===== src/rtl/clk_div_tick_sel.sv =====
// Tick generator fed by the divider's divby_2/4/8/16 outputs, sampled as data.
// Ratio switches are deferred to the divider wrap point so no runt ticks occur.
module clk_div_tick_sel #(
    parameter int CNT_W = 8
) (
    input  logic             clk,
    input  logic             rst,
    input  logic             en,
    input  logic             divby_2,
    input  logic             divby_4,
    input  logic             divby_8,
    input  logic             divby_16,
    input  logic [1:0]       sel,
    input  logic             sel_req,
    output logic             sel_ack,
    output logic [1:0]       active_sel,
    output logic             busy,
    output logic             tick,
    output logic [CNT_W-1:0] tick_cnt
);

    typedef enum logic {
        IDLE,
        WAIT
    } state_t;

    state_t             state_q, state_d;
    logic [1:0]         act_q, act_d;
    logic [1:0]         pend_q, pend_d;
    logic               busy_q, busy_d;
    logic               ack_q, ack_d;
    logic               s_q, s_d;
    logic               tick_q, tick_d;
    logic [CNT_W-1:0]   cnt_q, cnt_d;
    logic               s;
    logic               boundary;

    always_comb begin
        s = 1'b0;
        unique case (act_q)
            2'd0: s = divby_2;
            2'd1: s = divby_4;
            2'd2: s = divby_8;
            2'd3: s = divby_16;
        endcase
    end

    // All divided outputs low at once only happens at the divider wrap
    assign boundary = ~|{divby_16, divby_8, divby_4, divby_2};

    always_comb begin
        state_d = state_q;
        act_d   = act_q;
        pend_d  = pend_q;
        busy_d  = busy_q;
        ack_d   = 1'b0;
        s_d     = s;
        tick_d  = en & s & ~s_q;
        cnt_d   = tick_d ? cnt_q + CNT_W'(1) : cnt_q;

        unique case (state_q)
            IDLE: begin
                if (sel_req) begin
                    if (sel == act_q) begin
                        ack_d = 1'b1;
                    end else begin
                        pend_d  = sel;
                        busy_d  = 1'b1;
                        state_d = WAIT;
                    end
                end
            end
            WAIT: begin
                if (boundary) begin
                    act_d   = pend_q;
                    s_d     = 1'b0;
                    busy_d  = 1'b0;
                    ack_d   = 1'b1;
                    state_d = IDLE;
                end
            end
        endcase
    end

    always_ff @(posedge clk or posedge rst) begin
        if (rst) begin
            state_q <= IDLE;
            act_q   <= 2'd0;
            pend_q  <= 2'd0;
            busy_q  <= 1'b0;
            ack_q   <= 1'b0;
            s_q     <= 1'b0;
            tick_q  <= 1'b0;
            cnt_q   <= '0;
        end else begin
            state_q <= state_d;
            act_q   <= act_d;
            pend_q  <= pend_d;
            busy_q  <= busy_d;
            ack_q   <= ack_d;
            s_q     <= s_d;
            tick_q  <= tick_d;
            cnt_q   <= cnt_d;
        end
    end

    assign sel_ack    = ack_q;
    assign active_sel = act_q;
    assign busy       = busy_q;
    assign tick       = tick_q;
    assign tick_cnt   = cnt_q;

endmodule


===== config.mk =====
export PLATFORM = sky130hd
export DESIGN_NAME = clk_div_tick_sel
export DESIGN_NICKNAME = d
export VERILOG_FILES = /design/src/rtl/clk_div_tick_sel.sv
export SDC_FILE = /design/constraint.sdc
export NUM_CORES = 1
export LEC_CHECK = 0
export ABC_AREA = 1
export BUFFER_PORTS_ARGS = -buffer_cell sky130_fd_sc_hd__buf_2
export CORE_ASPECT_RATIO = 0.75
export CORE_MARGIN = 5
export CORE_UTILIZATION = 46
export CTS_CLUSTER_DIAMETER = 60
export CTS_CLUSTER_SIZE = 8
export DETAILED_ROUTE_END_ITERATION = 10
export PLACE_DENSITY = 0.77
export SLEW_MARGIN = 5
export SYNTH_ARGS = -nofsm -noshare
export SYNTH_HDL_FRONTEND = slang
export SYNTH_SLANG_ARGS = --single-unit

===== constraint.sdc =====
create_clock -name clk -period 1.4 [get_ports clk]
set_input_delay 0.07 -clock clk [delete_from_list [all_inputs] [get_ports clk]]
set_output_delay 0.07 -clock clk [all_outputs]
set_load 0.03 [all_outputs]

### Word level (Yosys, flattened, before mapping)

Index checks and enable logic that the tools add are counted.

* $add $sub $neg: 1
* equality and inequality tests: 7
* multiplexer cells: 15
* bitwise operators: 6
* reductions and logical operators: 5

Operators with widths (count)
* $mux 1: 11
* $add 8x1->8 const B: 1
* $ne 2x2->1 const B: 3
* $pmux 1 s2: 3
* $reduce_and 3->1: 2
* $eq 2x2->1 const B: 2
* $not 1->1: 4
* $pmux 1 s4: 1
* $reduce_or 4->1: 1
* $and 1x1->1: 2
* $eq 2x1->1 const B: 1
* $eq 2x2->1: 1
* $logic_not 2->1: 1
* $reduce_and 2->1: 1

* register bits after elaboration: 17
* input bits: 10
* output and inout port bits: 13
* word-level logic and storage cells: 42

### Depth between registers and ports, before layout

Gate-level depths: netlist (run 1).

* word-level depth: 4
* gate-level depth with buffers: 7
* mapped depth without buffers: 7

### Worst setup path before layout (run 1)

No wires, ideal clock.

* kind: reg-to-reg
* start point: register cnt_q[1], in the netlist tick_cnt[1]
* end point: register cnt_q[4], in the netlist tick_cnt[4]
* library setup time: 0.117 ns
* arrival time: 1.156 ns
* path slack: 0.127 ns
* stages on the path, launching flop included: 6
* path buffers: 0
* path through: dfrtp_1 > ha_1 > nand3_1 > xnor2_1 > nand2_1 > nand2_1

* longest elaborated chain between the ends: 1

RTL lines
* start, declared: RTL line 34 `logic [CNT_W-1:0] cnt_q, cnt_d;`
* start signal, assigned: RTL line 103 `cnt_q <= cnt_d;`
* $add 8x1->8: RTL line 59 `cnt_d = tick_d ? cnt_q + CNT_W'(1) : cnt_q;`

No other way between the ends.
A chain may end at the register's enable or synchronous reset.

### Worst setup path in the final report (run 1)

* start point: register act_q[0], in the netlist active_sel[0]
* end point: register cnt_q[7], in the netlist tick_cnt[7]

* longest elaborated chain between the ends: 4

RTL lines
* start, declared: RTL line 28 `logic [1:0] act_q, act_d;`
* start signal, assigned: RTL line 97 `act_q <= act_d;`
* $eq 2x2->1, or another cell as far along: RTL line 40 `unique case (act_q)`
* $pmux 1 s4 *: RTL line 40
* $and 1x1->1 * (2 in a row): RTL line 58 `tick_d = en & s & ~s_q;`

Every way passes the cells marked *; elsewhere a longest branch is shown, timed or not.

==> flow_summary.yaml, run 1 <==
outcome:
  status: "complete, no violations"
sta:
  finClkSkew_ns: 0.0150
  hold_violations: 0
  holdWs_ns: 0.0402
  finalSetupViolations: 0
  fmax_ghz: 0.810
  finalSetupTns_ns: 0
  slew_headroom_pct: 58.2
  period_needed_ns: 1.23
  drv_slew: 0
  fin_ws_ns: 0.165
  rsz0062_at_grt: "no"
  tightest_slew_ns: 0.626
  finalCritPeriodShare_pct: 88.2
setup_path:
  start_kind: "register"
  slowest_delay_ns: 0.44
  worstRegToRegCells: 6
  slowest_stage: "dfrtp_1"
  end_kind: "register"
  critPathKind: "reg2reg"
  cp_data_arrival_time_ns: 1.43
  worstPathCellList: "inv_1, nand2_1, nand3_2, nand3_1, nand2_1, nand2_1"
  regToRegStartpoint: "active_sel[0]"
  rrSetupSlack_ns: 0.17
  cpMostUsedCell: "nand2_1"
  r2r-end: "tick_cnt[7]"
  crit_buf_inv: 1
  cp_max_fo: 8
  cpLargestDelayFamily: "simple AND/OR/NAND/NOR gates"
  worstPathRequired_ns: 1.59
worst_hold_path:
  whs_endpoint: "pend_q[0]"
  hold_class: "in2reg"
  hp-start: "sel[0]"
  whs_path_depth: 3
placed_design:
  portBuffers: 22
  dp_hpwl_mm: 1.44
  globalplace.congestion: 0.782
  pre_cts_ws_ns: 0.203
yosys:
  yosysSeqAreaShare_pct: 49.6
  synth_nets: 126
  yosys.area_share.xor_xnor_pct: 5.11
  yosysTopAreaCellShare_pct: 49.6
  synthAdderAreaFrac_pct: 1.46
  synthCells: 115
  synth-simple-area-share_pct: 34.9
  avgSynthCellArea_um2: 7.45
  synth_top_family_by_area: "simple AND/OR/NAND/NOR gates"
  synth_cell_types: 11
  yosysTopAreaCell: "dfrtp_1"
  syn_area_um2: 857
  synth_compound_area_share_pct: 2.34
  synth.area.top_cells: "dfrtp_1 50%, nand2_1 24%, inv_1 6.6%"
  ys_seq_elements: 17
  synthMuxAreaShare_pct: 0
  yosysWarnings: 0
floorplanning:
  die_h_um: 47.4
  dieArea_um2: 2840
  start_util_pct: 48.8
  rows: 13
  boundaryPins: 23
  core-area_um2: 1760
  die_x_um: 59.8
clock_network:
  cts_inserted_buffers: 3
  cts_resized: 0
  clockRootBuffer: "clkbuf_4"
  clock_latency_ns: 0.31
  cts_max_path_buffers: 2
  cts_num_sinks: 17
  htree_levels: 1
  clk_pin_slew_ns: 0.10
  cts_tree: "done"
grt:
  antenna_found_initial: 0
  grt_pass1_vias: 692
  grt_pass1_wl_mm: 3.00
  grt_max_degree: 18
  grt.total_usage_pct: 14.7
  grt.overflow.total: 0
route:
  wl_met1_um: 841
  viasPerCell: 4.70
  wl_met2_um: 886
  drt-initial-drc-count: 14
  wl_met3_um: 90
  routedWlPerCell_um: 11.3
  postRouteAntennaNets: 0
  drc: 0
  routed.top_layer: "met4"
  vias: 770
  drt_pass1_iterations: 4
  drt_wl_total_mm: 1.85
cells_and_area:
  regArea_um2: 425
  fin_nets: 154
  finish.utilization_pct: 58.7
  nFillCells: 181
  syn_to_final_growth_pct: 20.3
  multi_input_area_um2: 375
  drive_above_1_share_pct: 19.0
  diodes: 0
power_and_ir_drop:
  p_leak_uw: 0.000587
  peakVddDrop_mv: 1.03
  finalPower_uw: 1880
  p_per_area_nw_per_um2: 1820
job:
  cap_violations: 0
[cells by family after synthesis]
logic type / after synthesis
compound gates: 4
xor+xnor: 5
buf+inv: 15
flops: 17
fa+ha+maj: 1
simple gates: 73
[worst register-to-register path, stage by stage, from the launching register on]
cell     delay (ns)
dfrtp_1        0.44
inv_1          0.10
nand2_1        0.07
nand3_2        0.06
nand3_1        0.23
nand2_1        0.15
nand2_1        0.06
[per-stage QoR]
step / area (um2) / std cells
4_1_cts: 1030 / 164
2_1_floorplan: 857 / 115
3_5_place_dp: 995 / 159
5_1_grt: 1030 / 164
3_3_place_gp: 995 / 159
6_report: 1030 / 164
[flip-flops by register name (all words and copies together) (netlist names)]
| register | flops |
|---|---|
| s_q | 1 |
| active_sel | 2 |
| tick | 1 |
| tick_cnt | 8 |
| state_q | 1 |
| busy | 1 |
| pend_q | 2 |
| sel_ack | 1 |
[where the power goes]
group,leakage [uW],internal [uW],total (uW),switching (uW)
registers,0.000217,653,810,157
logic,0.000355,249,796,546
clock network,0.0000150,111,271,160
total,0.000587,1010,1880,863
[worst max-delay path by stage]
stage                             start     endpoint  slack (ns)  cells past startpoint
after detailed placement  active_sel[0]  tick_cnt[7]        0.20                      6
after global placement    active_sel[0]  tick_cnt[1]        0.27                      6
after CTS                 active_sel[0]  tick_cnt[7]        0.17                      6
after floorplan             tick_cnt[1]  tick_cnt[4]        0.13                      5
after global routing      active_sel[0]  tick_cnt[5]         0.1                      6
final                     active_sel[0]  tick_cnt[7]        0.17                      6
[what timing repair did]
action | CTS | global route
hold buffers | 1 | 0
setup buffers | 0 | 0
hold endpoints to repair | 17 | 0
[final cells by class]
class / instances / area share, %
clock buffer: 4 / 2.55
tap: 22 / 2.67
sequential: 17 / 41.3
inverter: 15 / 5.46
timing repair buffer: 23 / 11.7
multi-input combinational: 83 / 36.4
[layer usage]
metal | up-vias | GRT usage (%)
met5 | - | 0
met1 | 353 | 17.6
met4 | 0 | 6.64
met3 | 4 | 4.12
li1 | 400 | -
met2 | 13 | 25.0
[Yosys cell counts]
cell type,instances
nand2_1,55
dfrtp_1,17
inv_1,15
nand3_1,9
nor2_1,7
o21ai_0,4
xnor2_1,4
ha_1,1
nand3_2,1
nor2_4,1
xor2_1,1
[cell usage in the layout (no fill, tap or decap)]
master          n
nand3_1         9
xor2_1          1
clkbuf_4        3
dfrtp_1        17
nor2_4          1
dlygate4sd3_1   1
nand2_1        55
xnor2_1         4
nor2_1          7
o21ai_0         4
inv_1          15
ha_1            1
buf_2          22
nand3_2         1
clkbuf_1        1
Power figures use the tool's default switching activity.
==> run 2: changes to the inputs <==
Settings changed: CAP_MARGIN from default to 20, CORE_MARGIN 5 to 2.
==> flow_summary.yaml, run 2 (synthesis gave the netlist of run 1 again) <==
route:
  drt-initial-drc-count: 13
  drc: 0
  drt_pass1_iterations: 4
  vias: 765
  postRouteAntennaNets: 0
  drt_wl_total_mm: 1.69
  routedWlPerCell_um: 10.3
  viasPerCell: 4.66
grt:
  antenna_found_initial: 0
  grt_max_degree: 18
  grt_pass1_vias: 653
  grt.total_usage_pct: 18.6
  grt_pass1_wl_mm: 2.79
  grt.overflow.total: 0
cells_and_area:
  fin_area_um2: 1030
  finish.utilization_pct: 59.2
  largest_reg_flops: 8
  mostFrequentLayoutCells: "55 x nand2_1, 22 x buf_2, 17 x dfrtp_1, 15 x inv_1, 9 x nand3_1"
  syn_to_final_growth_pct: 20.3
  fin_nets: 154
  drive_above_1_share_pct: 19.0
  final_common_cell: "nand2_1"
  diodes: 0
placed_design:
  placed_area_um2: 995
  portBuffers: 22
  pre_cts_ws_ns: 0.182
  globalplace.congestion: 0.813
  dp_hpwl_mm: 1.28
sta:
  fin_ws_ns: 0.155
  fmax_ghz: 0.803
  finalSetupTns_ns: 0
  hold_violations: 0
  finalSetupViolations: 0
  tightest_slew_ns: 0.641
  rsz0062_at_grt: "no"
  finClkSkew_ns: 0.00518
  slew_headroom_pct: 57.2
  period_needed_ns: 1.24
  drv_slew: 0
  finalCritPeriodShare_pct: 88.9
worst_hold_path:
  hold_class: "in2reg"
  hp-start: "sel[0]"
power_and_ir_drop:
  peakVddDrop_mv: 1.28
  intPower_uw: 1010
  pwr-share-comb_pct: 42.7
  switching_power_uw: 852
  power_frac_clock_pct: 14.2
  p_leak_uw: 0.000587
  switching_share_pct: 45.7
  p_per_area_nw_per_um2: 1810
  pwr-share-seq_pct: 43.0
clock_network:
  ctsHoldBuffers: 1
  clockRootBuffer: "clkbuf_4"
  clock_latency_ns: 0.29
  cts_num_sinks: 17
  cts_tree: "done"
  postCtsSetupBuffers: 0
  cts_inserted_buffers: 3
  cts_max_path_buffers: 2
  cts_resized: 0
  htree_levels: 1
  clk_pin_slew_ns: 0.10
setup_path:
  cp_data_arrival_time_ns: 1.43
  startpoint: "active_sel[0]"
  regToRegStartpoint: "active_sel[0]"
  critPathKind: "reg2reg"
  worstPathRequired_ns: 1.59
  end_kind: "register"
  cp_max_fo: 8
  start_kind: "register"
floorplanning:
  rows: 13
  die_h_um: 41.4
  dieArea_um2: 2230
  start_util_pct: 49.2
  boundaryPins: 23
  die_x_um: 53.8
  core-area_um2: 1740
job:
  cap_violations: 0
outcome:
  status: "complete, no violations"
## run 2: cell counts in the layout (fill, tap and decap cells not counted)
Identical to the previous run, type by type.
## run 2: critical path, stage by stage, from the launching register on
cell	delay [ns]
dfrtp_1	0.45
inv_1	0.11
nand2_1	0.07
nand3_2	0.07
nand3_1	0.24
nand2_1	0.14
nand2_1	0.06
## run 2: through the flow
step                hold slack [ns]  cells  total power, uW
floorplan                  -0.00393    115             1380
global placement              0.184    159             1580
detailed placement            0.194    159             1610
CTS                          0.0281    164             1880
global route                 0.0517    164             2020
finish                       0.0350    164             1870
## run 2: metal layers
metal  vias to the layer above  wire length [um]  track usage (%)
met3                         5                83             5.71
met1                       340               794             22.7
li1                        400                 -                -
met5                         -                 0                0
met2                        20               782             30.5
met4                         0                28             9.62
## run 2: final cells by class
| type | count | area (um2) |
|---|---|---|
| Clock buffer | 4 | 26.3 |
| Tap cell | 22 | 27.5 |
| Fill cell | 164 | 709 |
| Timing Repair Buffer | 23 | 120 |
| Multi-Input combinational cell | 83 | 375 |
| Inverter | 15 | 56.3 |
| Sequential cell | 17 | 425 |
## run 2: worst paths after layout
kind | end | cells after the start | slack [ns]
worst max register to register | tick_cnt[1] | 6 | 0.16
max in group asynchronous | tick_cnt[2] | 3 | 0.60
worst max-delay path | tick_cnt[1] | 6 | 0.16
worst min-delay path | pend_q[0] | 3 | 0.04
min in group asynchronous | s_q | 3 | 0.39
worst min register to register | pend_q[1] | 2 | 0.48
## run 2: power by group through the flow
stage               logic, uW  clock network (uW)  registers, uW
detailed placement        794                   0            813
floorplan                 376                   0           1010
global route              898                 287            838
global placement          781                   0            802
CTS                       803                 281            799
finish                    797                 266            803
